### config.mk
export PLATFORM = sky130hd
export DESIGN_NAME = uart_rx_fifo
export DESIGN_NICKNAME = d
export VERILOG_FILES = /design/src/rtl/uart_rx_fifo.sv
export SDC_FILE = /design/constraint.sdc
export NUM_CORES = 1
export LEC_CHECK = 0
export ABC_CLOCK_PERIOD_IN_PS = 3260
export CAP_MARGIN = 20
export CORE_ASPECT_RATIO = 0.7
export CORE_MARGIN = 2
export CORE_UTILIZATION = 50
export CTS_CLUSTER_SIZE = 20
export DETAILED_ROUTE_END_ITERATION = 10
export PLACE_DENSITY = 0.71
export RECOVER_POWER = 50
export SYNTH_ARGS = -nofsm -noshare
export SYNTH_HDL_FRONTEND = slang
export SYNTH_SLANG_ARGS = --single-unit
### constraint.sdc
create_clock -name clk -period 3.26 [get_ports clk]
set_input_delay 0.652 -clock clk [delete_from_list [all_inputs] [get_ports clk]]
set_output_delay 0.652 -clock clk [all_outputs]
set_load 0.005 [all_outputs]
### src/rtl/uart_rx_fifo.sv
// uart_rx_fifo: 16-entry receive FIFO between uart_rx and the ISA read path (0x306 data, 0x307 status/control).
// Define UART_RX_FIFO_IRQ_EN to get the ie control bit and the registered irq output; otherwise irq is tied low.
module uart_rx_fifo #(
   parameter int         DEPTH_LOG2 = 4,
   parameter logic [9:0] DATA_ADDR  = 10'h306,
   parameter logic [9:0] STAT_ADDR  = 10'h307
) (
   input  logic       clk,
   input  logic       rst,
   input  logic [7:0] rx_data,
   input  logic       data_strobe,
   input  logic [9:0] ab,
   input  logic       aen,
   input  logic       ior_n,
   input  logic       iow_n,
   input  logic [7:0] db_in,
   output logic [7:0] db_out,
   output logic       oe_n,
   output logic       irq
);
   localparam int DEPTH = 1 << DEPTH_LOG2;
   localparam int CW    = DEPTH_LOG2 + 1;
   typedef enum logic [1:0] {IDLE, RD_DATA, RD_STAT} state_t;
   state_t                r_state, w_state_nx;
   logic [2:0]            r_ior, r_iow, r_stb;
   logic [7:0]            r_mem [DEPTH];
   logic [DEPTH_LOG2-1:0] r_wp, r_rp;
   logic [CW-1:0]         r_count;
   logic                  r_ovr;
   logic                  w_cs_data, w_cs_stat, w_ior_fall, w_ior_rise, w_iow_rise, w_stb_fall;
   logic                  w_empty, w_full, w_pop, w_push, w_flush, w_ctrl_wr, w_unused;
   logic [7:0]            w_status, w_db_nx;

   assign w_cs_data  = (ab == DATA_ADDR) && !aen;
   assign w_cs_stat  = (ab == STAT_ADDR) && !aen;
   assign oe_n       = ior_n | !(w_cs_data | w_cs_stat);
   assign w_ior_fall = !r_ior[1] & r_ior[2];
   assign w_ior_rise = r_ior[1] & !r_ior[2];
   assign w_iow_rise = r_iow[1] & !r_iow[2];
   assign w_stb_fall = !r_stb[1] & r_stb[2];
   assign w_empty    = r_count == '0;
   assign w_full     = r_count == CW'(DEPTH);
   assign w_pop      = (r_state == RD_DATA) && w_ior_rise && !w_empty;
   // a pop in the same cycle frees the slot, so a push into a full FIFO is still accepted
   assign w_push     = w_stb_fall && (!w_full || w_pop);
   assign w_ctrl_wr  = w_iow_rise && w_cs_stat;
   assign w_flush    = w_ctrl_wr && db_in[0];
   assign w_status   = {5'(r_count), r_ovr, w_full, !w_empty};

   // bits [1:0] are the two synchroniser stages, bit [2] the previous synced value for edge detect
   always_ff @(posedge clk)
      if (rst) begin
         r_ior <= '1;
         r_iow <= '1;
         r_stb <= '0;
      end else begin
         r_ior <= {r_ior[1:0], ior_n};
         r_iow <= {r_iow[1:0], iow_n};
         r_stb <= {r_stb[1:0], data_strobe};
      end

   always_ff @(posedge clk)
      if (w_push) r_mem[r_wp] <= rx_data;

   always_ff @(posedge clk)
      if (rst || w_flush) begin
         r_wp    <= '0;
         r_rp    <= '0;
         r_count <= '0;
         r_ovr   <= 1'b0;
      end else begin
         if (w_push) r_wp <= r_wp + DEPTH_LOG2'(1);
         if (w_pop) r_rp <= r_rp + DEPTH_LOG2'(1);
         r_count <= r_count + CW'(w_push) - CW'(w_pop);
         if (w_stb_fall && !w_push) r_ovr <= 1'b1;
      end

   always_ff @(posedge clk)
      if (rst) r_state <= IDLE;
      else r_state <= w_state_nx;

   always_comb begin
      w_state_nx = r_state;
      case (r_state)
         IDLE:    w_state_nx = !w_ior_fall ? IDLE : w_cs_data ? RD_DATA : w_cs_stat ? RD_STAT : IDLE;
         RD_DATA,
         RD_STAT: w_state_nx = w_ior_rise ? IDLE : r_state;
         default: w_state_nx = IDLE;
      endcase
   end

   always_comb begin
      w_db_nx = db_out;
      if (r_state == IDLE && w_ior_fall)
         w_db_nx = w_cs_data ? (w_empty ? 8'h00 : r_mem[r_rp]) : w_cs_stat ? w_status : db_out;
   end

   always_ff @(posedge clk)
      if (rst) db_out <= 8'h00;
      else db_out <= w_db_nx;

`ifdef UART_RX_FIFO_IRQ_EN
   logic r_ie;
   assign w_unused = &{1'b0, db_in[7:2]};
   always_ff @(posedge clk)
      if (rst) begin
         r_ie <= 1'b0;
         irq  <= 1'b0;
      end else begin
         if (w_ctrl_wr) r_ie <= db_in[1];
         irq <= r_ie & !w_empty;
      end
`else
   assign w_unused = &{1'b0, db_in[7:1]};
   assign irq      = 1'b0;
`endif
endmodule

**Word-level counts from Yosys, hierarchy flattened**

Memories as Yosys holds them, arrays and structs flattened. A register that Yosys moved wholly into a read port is not among the register bits.
Cells that the tools add are included.

- Memories kept: 1
- Bits in writable memories: 128
- Register bits: 33
- Output and inout port bits: 10
- Word-level logic and storage cells: 63

Memory list:

| name | depth | width | rd ports | clocked after Yosys merged registers in | write ports | line | text |
|---|---|---|---|---|---|---|---|
| r_mem | 16 | 8 | 1 | 1 | 1 | 26 | `logic [7:0] r_mem [DEPTH];` |

- Reductions and logical operators: 25
- Mux-type cells: 12
- Eq/ne operators: 6
- Add/subtract/negate cells: 4
- Bitwise operators: 6

Operator list:

| kind | number |
|---|---|
| 8-bit 2-to-1 mux | 3 |
| 10-bit equality test, second input constant | 2 |
| 1-bit logical AND | 9 |
| 1-bit logical NOT | 9 |
| 4-bit by 1-bit adder with 4-bit output, second input constant | 2 |
| 2-bit 2-to-1 mux | 4 |
| 4-bit 2-to-1 mux | 2 |
| 5-bit by 1-bit adder with 5-bit output | 1 |
| 5-bit equality test, second input constant | 1 |
| 5-bit logical NOT | 1 |
| 5-bit by 1-bit subtractor with 5-bit output | 1 |
| 1-bit AND | 4 |
| 2-bit one-hot mux with 2 select lines | 1 |
| 2-bit by 1-bit equality test with 1-bit output, second input constant | 1 |
| 2-bit equality test, second input constant | 1 |
| 2-bit logical NOT | 1 |
| 1-bit logical OR | 2 |
| 1-bit 2-to-1 mux | 2 |
| 2-bit != test, second input constant | 1 |
| 1-bit bitwise OR | 2 |
| 2-bit AND reduction | 1 |
| 2-bit nonzero test | 1 |
| 2-bit OR reduction | 1 |

**Logic depth before layout (Yosys ltp)**

Gate-level depths: netlist of run 1.

- Depth after elaboration: 8
- Depth in mapped cells: 13

**Worst setup path before layout of run 1**

OpenSTA, ideal clock, no wires.

- Kind: register to register
- From: reg r_count[3]
- To: reg r_count[4]
- Setup slack: 315 ps
- Required time: 3190 ps
- Cell stages (with the launch flop): 13
- Path buffers: 0
- Library setup time: 70 ps
- Period minus slack after synthesis: 2945 ps
- Arrival time: 2875 ps
- Path through: dfxtp_1 -> inv_1 -> ha_1 -> nor4b_1 -> nor2_1 -> ha_1 -> inv_1 -> ha_1 -> fa_1 -> a21oi_1 -> nor2_1 -> or3_1 -> a21oi_1

- Word-level cells in the longest chain between the ends: 7
- Elaborated cells between the ends (all ways): 9
- Classes of those cells: add/sub (2); eq/ne (1); reduce/logical (6)

RTL lines:

| what | line | text |
|---|---|---|
| start: declaration | 28 | `logic [CW-1:0] r_count;` |
| start signal: assignment | 74 | `r_count <= r_count + CW'(w_push) - CW'(w_pop);` |
| 5-bit logical NOT * | 41 | `assign w_empty = r_count == '0;` |
| 1-bit logical NOT * | 43 | `assign w_pop = (r_state == RD_DATA) && w_ior_rise && !w_empty;` |
| 1-bit logical AND * | 43 |  |
| net w_pop | 31 | `logic w_empty, w_full, w_pop, w_push, w_flush, w_ctrl_wr, w_unused;` |
| 1-bit logical OR | 45 | `assign w_push = w_stb_fall && (!w_full \|\| w_pop);` |
| 1-bit logical AND | 45 |  |
| 5-bit by 1-bit adder with 5-bit output | 74 |  |
| 5-bit by 1-bit subtractor with 5-bit output * | 74 |  |

The timed path passes the listed nets; every way through them passes the cells marked *.
A chain may end at the register's enable or synchronous reset.

**Worst setup path in the final report of run 1**

- From: reg r_count[2]
- To: reg r_count[4]

- Word-level cells in the longest chain between the ends: 7
- Elaborated cells between the ends (all ways): 9
- Classes of those cells: add/sub (2); eq/ne (1); reduce/logical (6)

RTL lines:

| what | line |
|---|---|
| 5-bit logical NOT | 41 |
| 1-bit logical NOT | 43 |
| 1-bit logical AND | 43 |
| 1-bit logical OR | 45 |
| 1-bit logical AND | 45 |
| 5-bit by 1-bit adder with 5-bit output | 74 |
| 5-bit by 1-bit subtractor with 5-bit output * | 74 |

Every way passes the cells marked *; elsewhere a longest branch is shown, timed or not.

==> results.json, run 1 <==
{
  "gp_congestion": 0.781,
  "async_flop_share": 0,
  "port_buffers": 33,
  "wl_met1_mm": 5.73,
  "drt-initial-drc-count": 232,
  "antenna_cells": 0,
  "ys_seq_elements": 165,
  "p_int_mw": 3.45,
  "finalPower_mw": 4.32,
  "synth_largest_area_cell": "edfxtp_1",
  "multiInputGateArea_um2": 1910,
  "yosysWarnings": 0,
  "fin_crit_sh": 0.913,
  "synth_top_flop_cell": "edfxtp_1",
  "startpoint": "r_count[2]",
  "path_clk_slew_ns": 0.06,
  "dp_cells": 605,
  "crit_fanout": 5,
  "criticalPathCategory": "flop to flop",
  "placementRows": 35,
  "tightestPinTransition_ns": 0.798,
  "drc": 0,
  "avgViaCountPerCell": 5.75,
  "pwr-share-comb": 0.024,
  "powerDensity_nw_per_um2": 548,
  "start_util": 0.510,
  "die_h_um": 101,
  "cts_max_level": 4,
  "routed_wl_mm": 13.5,
  "seq_area_frac_synth": 0.684,
  "worstSetupEndpointType": "flop",
  "startpoint_type": "flop",
  "status": "completed",
  "fp.dieArea_um2": 14400,
  "syn_area_um2": 6700,
  "top_layer": "met4",
  "met2_wirelength_mm": 6.28,
  "final.setup.tns_ns": 0,
  "antenna_found_initial": 0,
  "hold_buffers": 0,
  "switchingPower_mw": 0.871,
  "netlist-cell-type-count": 46,
  "die_w_um": 142,
  "drive_above_1_share": 0.221,
  "met3_length_mm": 1.32,
  "io_pins": 42,
  "vias": 3656,
  "r2r_start": "r_count[2]",
  "postSynthCellCount": 397,
  "dr.pass1.iters": 5,
  "cts_tree": "done",
  "cts_setup_buffers": 0,
  "fin_worst_skew_ns": 0.0103,
  "overflow": 0,
  "numCtsBuffers": 17,
  "drv_slew": 0,
  "max_freq_mhz": 336,
  "relSlewSlack": 0.468,
  "clock-root-buffer": "clkbuf_16",
  "wl_per_cell_um": 21.3,
  "dp.final_hpwl_mm": 9.28,
  "seqPwrFrac": 0.528,
  "first_global_vias": 3728,
  "synth_fp_nets": 443,
  "stdcell_count": 636,
  "synth.area.top_cells": "edfxtp_1, dfxtp_1, mux4_2, mux4_1, mux2_2",
  "synth_edf_count": 128,
  "grtUsageTotal": 0.205,
  "yosysMostFrequentCell": "edfxtp_1",
  "hold_path_startpoint": "r_iow[0]",
  "insertion_delay_ns": 0.42,
  "rsz0062_at_grt": "false",
  "numClockSinks": 165,
  "grt_pass1_wl_mm": 20.8,
  "synth_commonest_cells": "edfxtp_1, dfxtp_1, nor2_1",
  "seq_area_um2": 4590,
  "fillers": 973,
  "synth.avg_cell_area_um2": 16.9,
  "cts_buffer_depth": 2,
  "coreArea_um2": 13100,
  "synth_top_area_share": 0.574,
  "hold_viol_final": 0,
  "ant_nets": 0,
  "power_frac_clock": 0.448,
  "peakVddDrop_mv": 0.469,
  "hold_class": "flop to flop",
  "grt_max_degree": 33,
  "cap_violations": 0,
  "whs_ns": 0.418,
  "arrival_ns": 3.32,
  "crit_required_ns": 3.61,
  "final_nets": 504,
  "swShare": 0.202,
  "cts.repair.resized": 0,
  "finalCriticalPeriod_ns": 2.98,
  "area_growth_pct": 17.6,
  "p_leak_nw": 2.64,
  "finalSetupViolCount": 0
}
-- metrics by stage --
stage / area [um2] / worst slack [ns] / utilization
5_1_grt: 7880 / 0.0934 / 0.600
3_3_place_gp: 7310 / 0.440 / 0.557
6_report: 7880 / 0.284 / 0.600
2_1_floorplan: 6700 / 0.315 / -
4_1_cts: 7890 / 0.279 / 0.600
3_5_place_dp: 7310 / 0.314 / 0.557
-- routing by layer --
metal,track usage,vias up
met2,0.317,135
met3,0.0494,21
met1,0.290,1836
li1,-,1664
met4,0.0731,0
met5,0,-
-- power groups by stage --
stage	combinational, mW	sequential (mW)	clock [mW]
final	0.103	2.28	1.93
after global routing	0.114	2.28	2.06
after CTS	0.107	2.28	1.97
after detailed placement	0.106	2.32	0
after global placement	0.101	2.32	0
after floorplan	0.0393	2.32	0
-- worst max-delay path, stage by stage (launching register included) --
cell and delay, ns:
dfxtp_1 0.37, inv_1 0.09, ha_1 0.23, and4bb_1 0.29, a21oi_1 0.21, inv_1 0.07, ha_1 0.27, inv_1 0.04
ha_1 0.22, fa_1 0.42, a21oi_1 0.15, nor2_1 0.07, or3_1 0.34, a21oi_1 0.14
-- kinds of logic (layout without fill, tap and decap cells) --
kind of cell,count (synthesis),in the layout,share of synthesized area
compound gates,37,37,0.0353
xor+xnor,9,9,0.0118
fa+ha+maj,14,14,0.0273
buf+inv,34,107,0.0301
flops,165,165,0.684
mux,51,51,0.143
other cells,1,1,0.000560
simple gates,86,86,0.0678
-- worst paths after layout --
path	end	slack [ns]	cells past startpoint
hold / removal	r_iow[1]	0.42	1
hold reg to reg	r_iow[1]	0.42	1
setup reg to reg	r_count[4]	0.28	13
setup / recovery	r_count[4]	0.28	13
-- layout make-up --
| cell class | instances | share of cell area |
|---|---|---|
| clock inverters | 14 | 0.0191 |
| clock buffers | 17 | 0.0540 |
| flip-flops and latches | 165 | 0.582 |
| well taps | 166 | 0.0264 |
| repair buffers | 60 | 0.0683 |
| multi-input cells | 198 | 0.243 |
| inverters | 16 | 0.00762 |
-- cell usage in the layout, fill, tap and decap left out, types with 3 or more instances in the layout --
cell type	Yosys	routed
a21oi_1	14	14
a31oi_1	7	7
buf_4	5	24
clkbuf_16	0	17
clkdlybuf4s50_1	0	15
clkinvlp_4	0	4
dfxtp_1	37	36
dlygate4sd3_1	0	18
edfxtp_1	128	128
ha_1	13	13
inv_1	16	16
inv_6	0	3
mux2_2	16	16
mux2i_1	3	3
mux4_1	7	7
mux4_2	25	25
nand2_1	5	5
nand2b_1	5	5
nand3_1	18	18
nor2_1	29	29
nor2b_1	3	3
nor3_1	6	6
o21bai_1	7	7
or2_2	6	6
xnor2_1	7	7
-- state kept, by name (all words and copies together), names as in the netlist, named ones only --
name	count
r_iow	3
r_rp	4
r_ovr	1
r_stb	3
db_out	8
r_mem	128
r_state	2
r_ior	3
r_count	5
r_wp	4
(Power assumes the default switching activity.)
==> inputs of run 2 (changes only) <==
Settings changed: HOLD_SLACK_MARGIN set to 0.15.
==> results of run 2 <==
Final layout, timing and power as in run 1 (identical DEF).
==> inputs of run 3 (changes only) <==
Settings changed: PLACE_DENSITY 0.71 to 0.69.
==> run 3 against run 2 <==
Net effect: critical path depth did not move; clock skew fell by 0.0028 ns; hold slack got worse by 0.0097 ns.
==> results.json, run 3 (same netlist as run 1, synthesis figures left out) <==
{
  "cts_setup_buffers": 0,
  "area_growth_pct": 17.9,
  "worstSetupEndpointType": "flop",
  "hold_viol_final": 0,
  "start_util": 0.510,
  "final_common_cell": "edfxtp_1",
  "multiInputGateArea_um2": 1910,
  "reg2reg_depth": 13,
  "port_buffers": 33,
  "p_leak_nw": 2.66,
  "vias": 3667,
  "tightestPinTransition_ns": 0.797,
  "r2r_start": "r_count[2]",
  "final_cell_mix": "edfxtp_1, dfxtp_1, nor2_1, buf_4, mux4_2",
  "grt_max_degree": 33,
  "reg_top3": "r_mem (128), db_out (8), r_count (5)",
  "fp.dieArea_um2": 14400,
  "path_cells": "inv_1 -> ha_1 -> and4bb_1 -> a21oi_1 -> inv_1 -> ha_1 -> inv_1 -> ha_1 -> fa_1 -> a21oi_1 -> nor2_1 -> or3_1 -> a21oi_1",
  "coreArea_um2": 13100,
  "numCtsBuffers": 17,
  "antenna_cells": 0,
  "dr.pass1.iters": 5,
  "slowest_delay_ns": 0.42,
  "whs_ns": 0.408,
  "drive_above_1_share": 0.220,
  "fin_ws_ns": 0.253,
  "final_nets": 505,
  "seq_area_um2": 4590,
  "dp.final_hpwl_mm": 9.35,
  "drt-initial-drc-count": 363,
  "startpoint": "r_count[2]",
  "final.setup.tns_ns": 0,
  "pre_cts_ws_ns": 0.317,
  "overflow": 0,
  "crit_fanout": 5,
  "first_global_vias": 3647,
  "ant_nets": 0,
  "cts.repair.resized": 0,
  "arrival_ns": 3.36,
  "finalSetupViolCount": 0,
  "wl_per_cell_um": 21.1,
  "path_clk_slew_ns": 0.06,
  "gp_congestion": 0.888,
  "regMostFlops": "r_mem",
  "grtUsageTotal": 0.201,
  "cap_violations": 0,
  "cts_max_level": 4,
  "clock-root-buffer": "clkbuf_16",
  "io_pins": 42,
  "die_w_um": 142,
  "rsz0062_at_grt": "false",
  "hold_buffers": 0,
  "numClockSinks": 165,
  "holdPathEnd": "r_ior[1]",
  "peakVddDrop_mv": 0.436,
  "finalCriticalPeriod_ns": 3.01,
  "grt_pass1_wl_mm": 20.6,
  "largest_reg_flops": 128,
  "max_freq_mhz": 333,
  "cts_tree": "done",
  "insertion_delay_ns": 0.42,
  "crit_required_ns": 3.61,
  "cts_buffer_depth": 2,
  "fin_crit_sh": 0.923,
  "hold_depth": 1,
  "criticalPathCategory": "flop to flop",
  "hold_class": "flop to flop",
  "regToRegSetupSlack_ns": 0.25,
  "antenna_found_initial": 0,
  "avgViaCountPerCell": 5.75,
  "status": "completed",
  "hold_path_startpoint": "r_ior[0]",
  "drv_slew": 0,
  "die_h_um": 101,
  "routed_wl_mm": 13.4,
  "relSlewSlack": 0.469,
  "rr_endpoint": "r_count[4]",
  "fillers": 958,
  "powerDensity_nw_per_um2": 553,
  "startpoint_type": "flop",
  "placementRows": 35,
  "fin_worst_skew_ns": 0.00759,
  "crit_path_top_delay_cell": "fa_1",
  "drc": 0
}
run 3: routing by layer:
metal,global-route usage,vias to the layer above,part of all wire
met3,0.0499,13,0.051
met1,0.303,1897,0.49
met5,0,-,0
met2,0.296,91,0.45
met4,0.0548,0,0.011
li1,-,1666,-
run 3: worst max path at each step:
| stage | end | cells past startpoint |
|---|---|---|
| after floorplan | r_count[4] | 12 |
| after global placement | r_count[4] | 13 |
| after detailed placement | r_count[4] | 13 |
| after CTS | r_count[4] | 13 |
| after global routing | r_count[4] | 13 |
| final | r_count[4] | 13 |
run 3: final cells by class:
| class | instances | share of cell area |
|---|---|---|
| timing repair buffer | 61 | 0.0675 |
| clock buffer | 24 | 0.0651 |
| tap | 166 | 0.0263 |
| multi-input combinational | 198 | 0.242 |
| inverter | 16 | 0.00760 |
| clock inverter | 8 | 0.0109 |
| sequential | 165 | 0.580 |
run 3: through the flow:
step / power [mW] / util / std cells / instance area, um2
2_1_floorplan: 2.36 / - / 397 / 6700
3_3_place_gp: 2.42 / 0.556 / 606 / 7310
3_5_place_dp: 2.43 / 0.556 / 606 / 7310
4_1_cts: 4.40 / 0.602 / 638 / 7910
5_1_grt: 4.50 / 0.601 / 638 / 7900
6_report: 4.37 / 0.601 / 638 / 7900
run 3: critical path, delay by kind of cell, from the launching register on:
family	cells	cell delay [ns]
flops	1	0.35
fa+ha+maj	4	1.09
compound gates	3	0.60
simple gates	3	0.68
buf+inv	3	0.21
run 3: power by group:
group / switching [mW] / leakage, nW / total [mW] / internal [mW]
clock: 0.796 / 0.291 / 1.99 / 1.19
combinational: 0.0568 / 0.919 / 0.103 / 0.0461
sequential: 0.00546 / 1.45 / 2.28 / 2.27
total: 0.859 / 2.66 / 4.37 / 3.51
==> RTL change 1, RTL diff (settings of run 1) <==
Add a define of `UART_RX_FIFO_IRQ_EN`.
--- a/src/rtl/uart_rx_fifo.sv
+++ b/src/rtl/uart_rx_fifo.sv
@@ -1,4 +1,6 @@
 // uart_rx_fifo: 16-entry receive FIFO between uart_rx and the ISA read path (0x306 data, 0x307 status/control).
 // Define UART_RX_FIFO_IRQ_EN to get the ie control bit and the registered irq output; otherwise irq is tied low.
+`define UART_RX_FIFO_IRQ_EN
+
 module uart_rx_fifo #(
    parameter int         DEPTH_LOG2 = 4,
Behaviour: not the same (a bounded check fails within 10 cycles, from zero or initial values and one cycle with rst high).
==> RTL change 1 against run 1 <==
Worst hold slack worse by 0.0055 ns; sequential cell count up 2; synthesized area up 1.1%; worst setup slack better by 0.035 ns; count of clock-buffer cells in the layout up 5; first-iteration DRC count up 36%; power up 1.3%; clock skew down 0.0020 ns; wire length up 2.8%; final area up 1.0%; critical endpoint unchanged; largest cell class unchanged.
==> RTL change 1: results (changes against run 1) <==
[global_route]
grtUsageMet2_pct=32.0  ; was 31.7%
grt_pass1_vias=3724  ; was 3728
grt_pass1_wl_um=21100  ; was 20800 um
grtUsageMet3_pct=5.58  ; was 4.94%
antenna_found_initial=0  ; unchanged
met1_usage_pct=28.9  ; was 29.0%
grt_util_all_layers_pct=20.6  ; was 20.5%

[critical_path]
critPathMaxFanout=8  ; was 5
arrival_ns=3.28  ; was 3.32 ns
crit_start=r_state[1]  ; was r_count[2]

[logic_synthesis]
synth_cells=402  ; was 397
netlist_top_cells_count=128 x edfxtp_1, 39 x dfxtp_1, 29 x nor2_1  ; was 128 x edfxtp_1, 37 x dfxtp_1, 29 x nor2_1
ys_ff_latch=167  ; was 165
yosysUniqueCellTypes=43  ; was 46
synth_seq_area_share_pct=68.3  ; was 68.4%
syn_nets=448  ; was 443
yosys-top-cells-area=edfxtp_1 57%, dfxtp_1 12%, mux4_2 8.3%  ; was edfxtp_1 57%, dfxtp_1 11%, mux4_2 8.4%
async_reset_ff_share_pct=0  ; unchanged

[drt]
wl_met3_um=833  ; was 1320 um
drt_iter0_drc=315  ; was 232
wl_met1_um=6340  ; was 5730 um
wl_met2_um=6580  ; was 6280 um
wl_per_cell_um=21.1  ; was 21.3 um
wl_um=13900  ; was 13500 um
vias_per_cell=5.66  ; was 5.75

[clock_tree]
post_cts.repair.setup_buffers=0  ; unchanged

[die]
dieArea_mm2=0.0145  ; was 0.0144 mm^2

[hold_path]
worstHoldStart=r_ior[0]  ; was r_iow[0]
hold_end=r_ior[1]  ; was r_iow[1]

[pwr]
pwr-share-clk_pct=44.9  ; was 44.8%
ir_drop_mv=0.422  ; was 0.469 mV
total_leakage_power_nw=2.66  ; was 2.64 nW
p_switching_mw=0.864  ; was 0.871 mW

[place]
place_hpwl_um=9030  ; was 9280 um
gp_congestion=0.752  ; was 0.781
placed_cell_area_mm2=0.00738  ; was 0.00731 mm^2
port_buffers=35  ; was 33
place_ws_ns=0.364  ; was 0.314 ns
dp_cells=628  ; was 605

[cells_and_area]
register_area_mm2=0.00463  ; was 0.00459 mm^2
clock_buffers=22  ; was 17
finalNetCount=508  ; was 504
fillCellCount=982  ; was 973
layout.non_clock_inverters=15  ; was 16
signal_buffers=58  ; was 60
drive_above_1_share_pct=21.3  ; was 22.1%
multi_input_area_share_pct=24.5  ; was 24.3%
multiInputCombCellCount=203  ; was 198
bufAreaShareNonClock_pct=6.47  ; was 6.83%

[outcome]
status=finished, final reports clean  ; unchanged

[sta]
hold_ws_ns=0.412  ; was 0.418 ns
fmax_mhz=340  ; was 336 MHz
tightestPinTransition_ns=0.931  ; was 0.798 ns
fin_skew_ns=0.00839  ; was 0.0103 ns

RTL change 1: cell count changes after synthesis, sizes merged, moves of 2 or more:
cell / before / now
buf: 16 / 12
dfxtp: 37 / 39
clkbuf: 2 / 5
nor3b: 2 / 4
RTL change 1: through the flow:
| stage | power, mW | utilization (%) |
|---|---|---|
| floorplan | 2.39 | - |
| global placement | 2.45 | 56.0 |
| detailed placement | 2.46 | 56.0 |
| CTS | 4.40 | 60.5 |
| global route | 4.50 | 60.4 |
| finish | 4.37 | 60.4 |
RTL change 1: logic make-up (layout without fill, tap and decap cells):
logic type      count (synthesis)  after routing  share of synthesized area, %
compound gates                 37             37                          3.40
xor+xnor                        9              9                          1.16
fa+ha+maj                      14             14                          2.70
buf+inv                        32            105                          2.99
flops                         167            167                          68.3
mux                            51             51                          14.1
simple gates                   92             92                          7.37
==> RTL change 2, RTL diff (config.mk and constraints of run 1) <==
Made on the original files. One comparison of `r_count` changes from == to >=.
--- a/src/rtl/uart_rx_fifo.sv
+++ b/src/rtl/uart_rx_fifo.sv
@@ -40,5 +40,5 @@
    assign w_stb_fall = !r_stb[1] & r_stb[2];
    assign w_empty    = r_count == '0;
-   assign w_full     = r_count == CW'(DEPTH);
+   assign w_full     = r_count >= CW'(DEPTH);
    assign w_pop      = (r_state == RD_DATA) && w_ior_rise && !w_empty;
    // a pop in the same cycle frees the slot, so a push into a full FIFO is still accepted
Function: same outputs for any inputs over 10 cycles, from zero or initial values and one cycle with rst high; that may be too few to reach the edited logic, so the function may still have changed.
==> RTL change 2 against run 1 <==
Wire length decreased by 3.9%; final area shrank 0.22%; sequential cell count is the same; first-iteration DRC count rose by 24%; critical endpoint unchanged; power down 0.72%; synthesized area shrank 0.41%; largest power group unchanged; worst setup slack worse by 0.040 ns; via count down 2.1%.
==> RTL change 2: results (changes against run 1) <==
[critical_path]
arrival_ns=3.35  ; was 3.32 ns
slowest_delay_ns=0.43
criticalPathCategory=flip-flop to flip-flop  ; unchanged
rr_startpoint=r_state[1]  ; was r_count[2]
critPathMaxFanout=8  ; was 5
worstSetupEndpoint=r_count[4]  ; unchanged
reg2reg_slack_ns=0.24  ; was 0.28 ns

[drt]
ant_nets=0  ; unchanged
drt_iter0_drc=288  ; was 232
wl_met3_um=877  ; was 1320 um
wl_met2_um=5960  ; was 6280 um
dr.pass1.iters=7  ; was 5
wl_met1_um=6060  ; was 5730 um
top_layer=met4  ; unchanged
vias_per_cell=5.64  ; was 5.75
wl_um=13000  ; was 13500 um

[sta]
max_slew_margin_pct=46.9  ; was 46.8%
fin_skew_ns=0.00711  ; was 0.0103 ns
fmax_mhz=332  ; was 336 MHz

[clock_tree]
cts_resized=0  ; unchanged
htree_num_levels=4  ; unchanged
clkTransAtPathRegs_ns=0.06  ; about the same
cts_made_buffers=17  ; unchanged
post_cts.repair.setup_buffers=0  ; unchanged
cts_root_buf=clkbuf_16  ; unchanged

[cells_and_area]
fillCellCount=941  ; was 973
finalNetCount=502  ; was 504
final_cells=635  ; was 636
diodes=0  ; unchanged
largestRegisters=r_mem: 128 flops, db_out: 8 flops, r_count: 5 flops  ; unchanged
drive_above_1_share_pct=22.6  ; was 22.1%

[logic_synthesis]
synthAdderAreaFrac_pct=2.74  ; was 2.73%
synthMuxAreaShare_pct=14.3  ; about the same
synth_cells=396  ; was 397
synth_compound_area_share_pct=3.39  ; was 3.53%
synth_edf_count=128  ; unchanged
yosys-top-cells-area=edfxtp_1 58%, dfxtp_1 11%, mux4_2 8.4%  ; was edfxtp_1 57%, dfxtp_1 11%, mux4_2 8.4%
synthXorXnorAreaFrac_pct=1.18  ; about the same
yosysUniqueCellTypes=47  ; was 46
syn_nets=442  ; was 443
netlist_top_cells_count=128 x edfxtp_1, 37 x dfxtp_1, 31 x nor2_1  ; was 128 x edfxtp_1, 37 x dfxtp_1, 29 x nor2_1
synth_seq_area_share_pct=68.7  ; was 68.4%

[place]
place_hpwl_um=9040  ; was 9280 um
gp_congestion=0.757  ; was 0.781
placed_cell_area_mm2=0.00730  ; was 0.00731 mm^2
dp_cells=603  ; was 605
place_ws_ns=0.312  ; was 0.314 ns
port_buffers=33  ; unchanged

[pwr]
p_switching_mw=0.821  ; was 0.871 mW
total_leakage_power_nw=2.65  ; was 2.64 nW
sw_frac_of_total_pct=19.2  ; was 20.2%
ir_drop_mv=0.408  ; was 0.469 mV
pwr-share-clk_pct=44.4  ; was 44.8%

[global_route]
grt_util_all_layers_pct=19.8  ; was 20.5%
grt_pass1_vias=3587  ; was 3728
antenna_found_initial=0  ; unchanged
grt_pass1_wl_um=20300  ; was 20800 um

[outcome]
status=finished, final reports clean  ; unchanged

## RTL change 2: cell type report
class	count	area, um^2	share of cell area [%]
Clock buffer	24	497	6.32
Clock inverter	8	71.3	0.907
Inverter	16	60.1	0.764
Multi-Input combinational cell	196	1920	24.4
Sequential cell	165	4580	58.3
Tap cell	166	208	2.64
Timing Repair Buffer	60	526	6.68
## RTL change 2: how the worst min path moves through the flow
| stage | startpoint | to | slack (ns) | cells past startpoint |
|---|---|---|---|---|
| after CTS | r_ior[0] | r_ior[1] | 0.41 | 1 |
| after detailed placement | r_iow[0] | r_iow[1] | 0.40 | 1 |
| after global routing | r_ior[0] | r_ior[1] | 0.42 | 1 |
| after floorplan | r_ior[0] | r_ior[1] | 0.39 | 1 |
| after global placement | r_ior[0] | r_ior[1] | 0.39 | 1 |
| final | r_ior[0] | r_ior[1] | 0.41 | 1 |
## RTL change 2: per-layer routing
layer  vias to the layer above  track usage (%)
met5                         -                0
met2                       116             30.1
met4                         0             5.23
met3                         8             4.42
li1                       1643                -
met1                      1814             29.4
